==> src/rtl/req_ack_pkg.sv <==
// Shared defaults and entry type for the req/ack responder.
package req_ack_pkg;
   localparam int LATENCY_MAX         = 8;
   localparam int DEF_LATENCY         = 2;
   localparam int DEF_MAX_PENDING     = 4;
   localparam int DEF_TAG_W           = 4;
   localparam int DEF_CNT_W           = 8;

   typedef struct packed {
      logic                 valid;
      logic [DEF_TAG_W-1:0] tag;
   } req_entry_t;
endpackage

==> src/rtl/resp_fifo.sv <==
// In-order FIFO holding matured requests whose ack was stalled.
// A push is accepted when full only if a pop happens on the same edge.
module resp_fifo #(
   parameter int DEPTH = 4,
   parameter int WIDTH = 4
) (
   input  logic                     clk,
   input  logic                     rst_n,
   input  logic                     push,
   input  logic [WIDTH-1:0]         push_data,
   input  logic                     pop,
   output logic [WIDTH-1:0]         head,
   output logic [$clog2(DEPTH):0]   count,
   output logic                     full,
   output logic                     empty
);
   localparam int AW = $clog2(DEPTH);
   localparam logic [AW:0] FULL_CNT = (AW+1)'(DEPTH);

   logic [WIDTH-1:0] mem [DEPTH];
   logic [AW-1:0]    wr_ptr;
   logic [AW-1:0]    rd_ptr;
   logic             do_push;
   logic             do_pop;

   assign empty   = (count == '0);
   assign full    = (count == FULL_CNT);
   assign do_pop  = pop && !empty;
   assign do_push = push && (!full || do_pop);
   assign head    = mem[rd_ptr];

   // Depth is a power of two, so pointers wrap naturally.
   always_ff @(posedge clk or negedge rst_n) begin
      if (!rst_n) begin
         wr_ptr <= '0;
         rd_ptr <= '0;
         count  <= '0;
      end else begin
         if (do_push) wr_ptr <= wr_ptr + 1'b1;
         if (do_pop)  rd_ptr <= rd_ptr + 1'b1;
         case ({do_push, do_pop})
            2'b10:   count <= count + 1'b1;
            2'b01:   count <= count - 1'b1;
            default: count <= count;
         endcase
      end
   end

   always_ff @(posedge clk) begin
      if (do_push) mem[wr_ptr] <= push_data;
   end
endmodule

==> src/rtl/req_ack_responder.sv <==
// Answers each sampled request with a same-tag ack LATENCY cycles later,
// buffering matured requests in order while acks are held off.
module req_ack_responder
   import req_ack_pkg::*;
#(
   parameter int LATENCY     = DEF_LATENCY,
   parameter int MAX_PENDING = DEF_MAX_PENDING,
   parameter int TAG_W       = DEF_TAG_W,
   parameter int CNT_W       = DEF_CNT_W
) (
   input  logic                         clk,
   input  logic                         rst_n,
   input  logic                         req_i,
   input  logic [TAG_W-1:0]             req_tag_i,
   input  logic                         hold_i,
   output logic                         ack_o,
   output logic [TAG_W-1:0]             ack_tag_o,
   output logic [$clog2(MAX_PENDING):0] pending_o,
   output logic                         overflow_o,
   output logic [CNT_W-1:0]             req_cnt_o,
   output logic [CNT_W-1:0]             ack_cnt_o
);
   logic             dl_valid [LATENCY];
   logic [TAG_W-1:0] dl_tag   [LATENCY];
   logic             m_valid;
   logic [TAG_W-1:0] m_tag;
   logic             bypass;
   logic             fifo_push;
   logic             fifo_pop;
   logic [TAG_W-1:0] fifo_head;
   logic             fifo_full;
   logic             fifo_empty;

   always_ff @(posedge clk or negedge rst_n) begin
      if (!rst_n) begin
         for (int i = 0; i < LATENCY; i++) begin
            dl_valid[i] <= 1'b0;
            dl_tag[i]   <= '0;
         end
      end else begin
         dl_valid[0] <= req_i;
         dl_tag[0]   <= req_tag_i;
         for (int i = 1; i < LATENCY; i++) begin
            dl_valid[i] <= dl_valid[i-1];
            dl_tag[i]   <= dl_tag[i-1];
         end
      end
   end

   assign m_valid = dl_valid[LATENCY-1];
   assign m_tag   = dl_tag[LATENCY-1];

   // Buffered entries are older than the matured request, so they win.
   always_comb begin
      ack_o     = 1'b0;
      ack_tag_o = '0;
      bypass    = 1'b0;
      if (!hold_i) begin
         if (!fifo_empty) begin
            ack_o     = 1'b1;
            ack_tag_o = fifo_head;
         end else if (m_valid) begin
            ack_o     = 1'b1;
            ack_tag_o = m_tag;
            bypass    = 1'b1;
         end
      end
   end

   assign fifo_pop  = ack_o && !fifo_empty;
   assign fifo_push = m_valid && !bypass;

   resp_fifo #(
      .DEPTH (MAX_PENDING),
      .WIDTH (TAG_W)
   ) u_fifo (
      .clk       (clk),
      .rst_n     (rst_n),
      .push      (fifo_push),
      .push_data (m_tag),
      .pop       (fifo_pop),
      .head      (fifo_head),
      .count     (pending_o),
      .full      (fifo_full),
      .empty     (fifo_empty)
   );

   always_ff @(posedge clk or negedge rst_n) begin
      if (!rst_n) begin
         overflow_o <= 1'b0;
         req_cnt_o  <= '0;
         ack_cnt_o  <= '0;
      end else begin
         if (fifo_push && fifo_full && !fifo_pop) overflow_o <= 1'b1;
         if (req_i) req_cnt_o <= req_cnt_o + 1'b1;
         if (ack_o) ack_cnt_o <= ack_cnt_o + 1'b1;
      end
   end
endmodule

==> config.mk <==
export PLATFORM = sky130hd
export DESIGN_NAME = req_ack_responder
export DESIGN_NICKNAME = d
export VERILOG_FILES = /design/src/rtl/req_ack_pkg.sv /design/src/rtl/resp_fifo.sv /design/src/rtl/req_ack_responder.sv
export SDC_FILE = /design/constraint.sdc
export NUM_CORES = 1
export LEC_CHECK = 0
export CAP_MARGIN = 20
export CORE_MARGIN = 3
export CORE_UTILIZATION = 45
export CTS_BUF_LIST = sky130_fd_sc_hd__clkbuf_4
export CTS_CLUSTER_SIZE = 30
export DETAILED_ROUTE_END_ITERATION = 8
export GPL_TIMING_DRIVEN = 0
export HOLD_SLACK_MARGIN = 0.08
export PLACE_DENSITY = 0.66
export SLEW_MARGIN = 25
export SYNTH_ARGS = -nofsm -noshare
export SYNTH_HDL_FRONTEND = slang
export SYNTH_SLANG_ARGS = --single-unit
==> constraint.sdc <==
create_clock -name clk -period 2.8 [get_ports clk]
set_clock_uncertainty 0.2 [all_clocks]
set_input_delay 0.56 -clock clk [delete_from_list [all_inputs] [get_ports clk]]
set_output_delay 0.56 -clock clk [all_outputs]
set_load 0.02 [all_outputs]
==> results by group <==
Global routing
  • GRT Residual Overflow: 0
  • Vias in the first global route: approximately 1200
  • Met2 usage: 23.9%
  • Gr busiest metal: met2
  • First-pass GRT wire length: ~5.8 mm
  • Initial antenna violation count: 0
  • GR Layer Usage met3: under 10%
  • GRT met1 Usage: 18.0%
  • Pin count of the biggest net entering global routing: 31
  • All-Layer GR Usage: 14.5%

Critical path
  • CP endpoint kind: primary output
  • Crit path max fanout: 6
  • CP arrival: 1960 ps
  • Flop2flop setup slack: 570 ps
  • Worst setup path startpoint: u_fifo.count[0]$_DFFE_PN0P_
  • R2r endpoint: u_fifo.count[2]$_DFFE_PN0P_
  • Worst R2R Start: u_fifo.count[2]$_DFFE_PN0P_
  • Setup CP Type: reg -> out
  • Critical-path cell list: nor4_2 > nor2_4 > clkdlybuf4s50_1
  • Data required, critical path: between 2000 and 2500 ps
  • Critical path launch point type: flop
  • Slowest CP cell: clkdlybuf4s50_1
  • R2r worst-path depth: 9
  • CP max stage delay: ~560 ps

Floorplanning
  • Die W: 72.9 um
  • I/O pins: 33
  • Die ar.: 5310 sq um
  • Core area: 4140 sq um
  • Initial Util: between 40 and 50%
  • Row count: 23
  • Die Y: 72.9 um

Synthesis
  • Average size of a mapped cell: 15.4 sq um
  • Mapped Cells: 131
  • Post-synth EDFFs: 16
  • Post-synth top cells: dfrtp_1 (34), edfxtp_1 (16), xnor2_1 (14), ha_1 (7), xor2_1 (7)
  • Cell variety after synth: 27
  • Synthesized flop and latch total: 50
  • Synthesized cell area: 2010 sq um
  • Ys flop type: dfrtp_1
  • Post-synthesis async set-or-reset flop share: 68.0%
  • Most frequent cell after synthesis: dfrtp_1
  • Synth area leaders: dfrtp_1 (42%), edfxtp_1 (24%), xnor2_1 (6.1%), mux4_2 (4.5%), ha_1 (4.4%)
  • Seq/Total Area, Yosys: around two thirds
  • Syn Nets: 147
  • Yosys warning total: 0
  • Post-synth top area share: between 40% and 50%
  • Post-synth top area cell: dfrtp_1

STA
  • Maximum clock frequency: between 0.3 and 0.4 GHz
  • Final Hold Fails: 0
  • Max-Slew Margin vs Limit: approximately 71%
  • Final worst-path cycle share: a little under 100%
  • Final hold slack: 163 ps
  • Tightest Pin Transition: 435 ps
  • Slew Limit Fails: 0
  • Unrepaired setup endpoints after global routing: yes
  • Final setup fails: 0
  • Final worst path period need: 2720 ps

Detailed routing
  • ANT nets after route: 0
  • Drt initial violations: 78
  • First drt pass iteration count: 4
  • Total wire length: 3.35 mm
  • Residual DRC: 0
  • Vias per cell: 5.11
  • DR WL/cell: 15.0 um
  • Via count: 1139

Finish
  • Layout Cells excl Fill: 223
  • # diodes: 0
  • Layout cells sized above 1: between 10% and 20%
  • P&R area growth vs syn: 23.4%
  • FILL cells: 336
  • Final nets: 188

Worst hold path
  • Hold wc startpoint: dl_valid[1]$_DFF_PN0_
  • Sink of the worst hold path: m_valid$_DFF_PN0_
  • Min-delay worst type: reg -> reg
  • Worst hold path depth: 0

Placed design
  • GP Congestion: 0.706
  • # placed instances: 214
  • I/O Buffers: 32
  • Detail Placement HPWL: 2.47 mm

CTS
  • CTS Root Cell: clkbuf_4
  • H-Tree Level Count: 2
  • Max clock buf depth: 2
  • CTS tree: yes
  • CTS Buf Count: 5
  • Clock latency reported for the late side of the worst-skew pair: 360 ps
  • Clock-pin slew on the worst setup and hold paths: 130 ps
  • # clock sinks: 50

Outcome
  • Status: finished, final reports clean

Power
  • LEAKAGE: approximately 1.0 nW
  • Pwr per Cell Area: 1030 nW/um^2
  • Worst VDD drop: approximately 600 uV

Job
  • Max-cap violations: 0
-- registers in the layout, indices dropped and copies added (netlist names) --
register / flops
overflow_o: 1
u_fifo.rd_ptr: 2
dl_tag: 4
dl_valid: 1
u_fifo.mem: 16
req_cnt_o: 8
m_valid: 1
ack_cnt_o: 8
u_fifo.wr_ptr: 2
m_tag: 4
u_fifo.count: 3
-- where the power goes --
group	switching, mW	internal (mW)
combinational	0.515	0.532
clock	0.216	0.0943
sequential	0.220	0.969
total	0.951	1.60
-- stage by stage --
| step | util, % | instance area (sq um) | power, mW | setup TNS (ps) | setup slack, ps |
|---|---|---|---|---|---|
| floorplan | - | 2010 | 1.81 | 0 | 640 |
| global placement | 57.8 | 2390 | 2.22 | -898 | -215 |
| detailed placement | 58.2 | 2410 | 2.27 | -984 | -222 |
| CTS | 59.8 | 2480 | 2.57 | 0 | 33.2 |
| global route | 59.9 | 2480 | 2.73 | -74.5 | -36.1 |
| finish | 59.9 | 2480 | 2.55 | 0 | 82.6 |
-- metal layers --
metal | wire (um) | share of wire, %
met2 | 1670 | 50
met3 | 194 | 5.8
met1 | 1450 | 43
met5 | 0 | 0
met4 | 33 | 0.99
-- logic make-up (layout without fill, tap and decap cells) --
| kind of cell | Yosys count | count (layout) | synth area share [%] |
|---|---|---|---|
| AOI/OAI and AO/OA | 7 | 7 | 3.30 |
| buffers and inverters | 7 | 49 | 1.37 |
| adders and majority gates | 8 | 8 | 5.35 |
| and+or+nand+nor | 31 | 31 | 8.58 |
| DFF | 50 | 50 | 66.2 |
| xor gates and xnor gates | 21 | 21 | 9.14 |
| muxes | 7 | 7 | 6.09 |
-- area by class of cell --
type	count	area (sq um)	share of cell area [%]
Multi-Input combinational cell	74	666	26.8
Inverter	6	22.5	0.907
Buffer	1	7.51	0.302
Tap cell	50	62.6	2.52
Sequential cell	50	1330	53.6
Clock buffer	5	37.5	1.51
Timing Repair Buffer	34	339	13.7
Clock inverter	3	16.3	0.655
-- cells in the final DEF (no fill, tap or decap), types with 2 or more instances in the layout --
| cell type | n |
|---|---|
| dfrtp_1 | 34 |
| clkdlybuf4s50_1 | 26 |
| edfxtp_1 | 16 |
| xnor2_1 | 14 |
| xor2_1 | 7 |
| ha_1 | 7 |
| inv_1 | 6 |
| nand3_1 | 6 |
| nand2_1 | 6 |
| clkbuf_4 | 5 |
| dlygate4sd2_1 | 5 |
| nor2_1 | 4 |
| mux4_2 | 4 |
| a32o_1 | 4 |
| and2_1 | 4 |
| nand4_1 | 4 |
| nor2_4 | 2 |
| clkinv_1 | 2 |
-- critical path, delay by kind of cell (launching register included) --
kind	cells	cell delay [ps]
simple gates	2	570
buf+inv	1	560
flops	1	480
-- repair_timing --
action                     in CTS  in global routing
pin swaps                       0                  0
setup buffers                   0                  0
setup endpoints to repair       5                  5
hold buffers                    1                  0
hold endpoints to repair       34                  0
resized for setup               8                  2
-- how the worst max path moves through the flow --
stage	slack [ps]	endpoint	cells after the start
3_5_place_dp	-220	ack_tag_o[2]	4
6_report	80	ack_o	3
4_1_cts	30	ack_tag_o[2]	4
3_3_place_gp	-210	ack_tag_o[3]	4
5_1_grt	-40	ack_o	3
2_1_floorplan	640	u_fifo.count[2]$_DFFE_PN0P_	8
No activity file was read; power rests on OpenSTA's default activity.
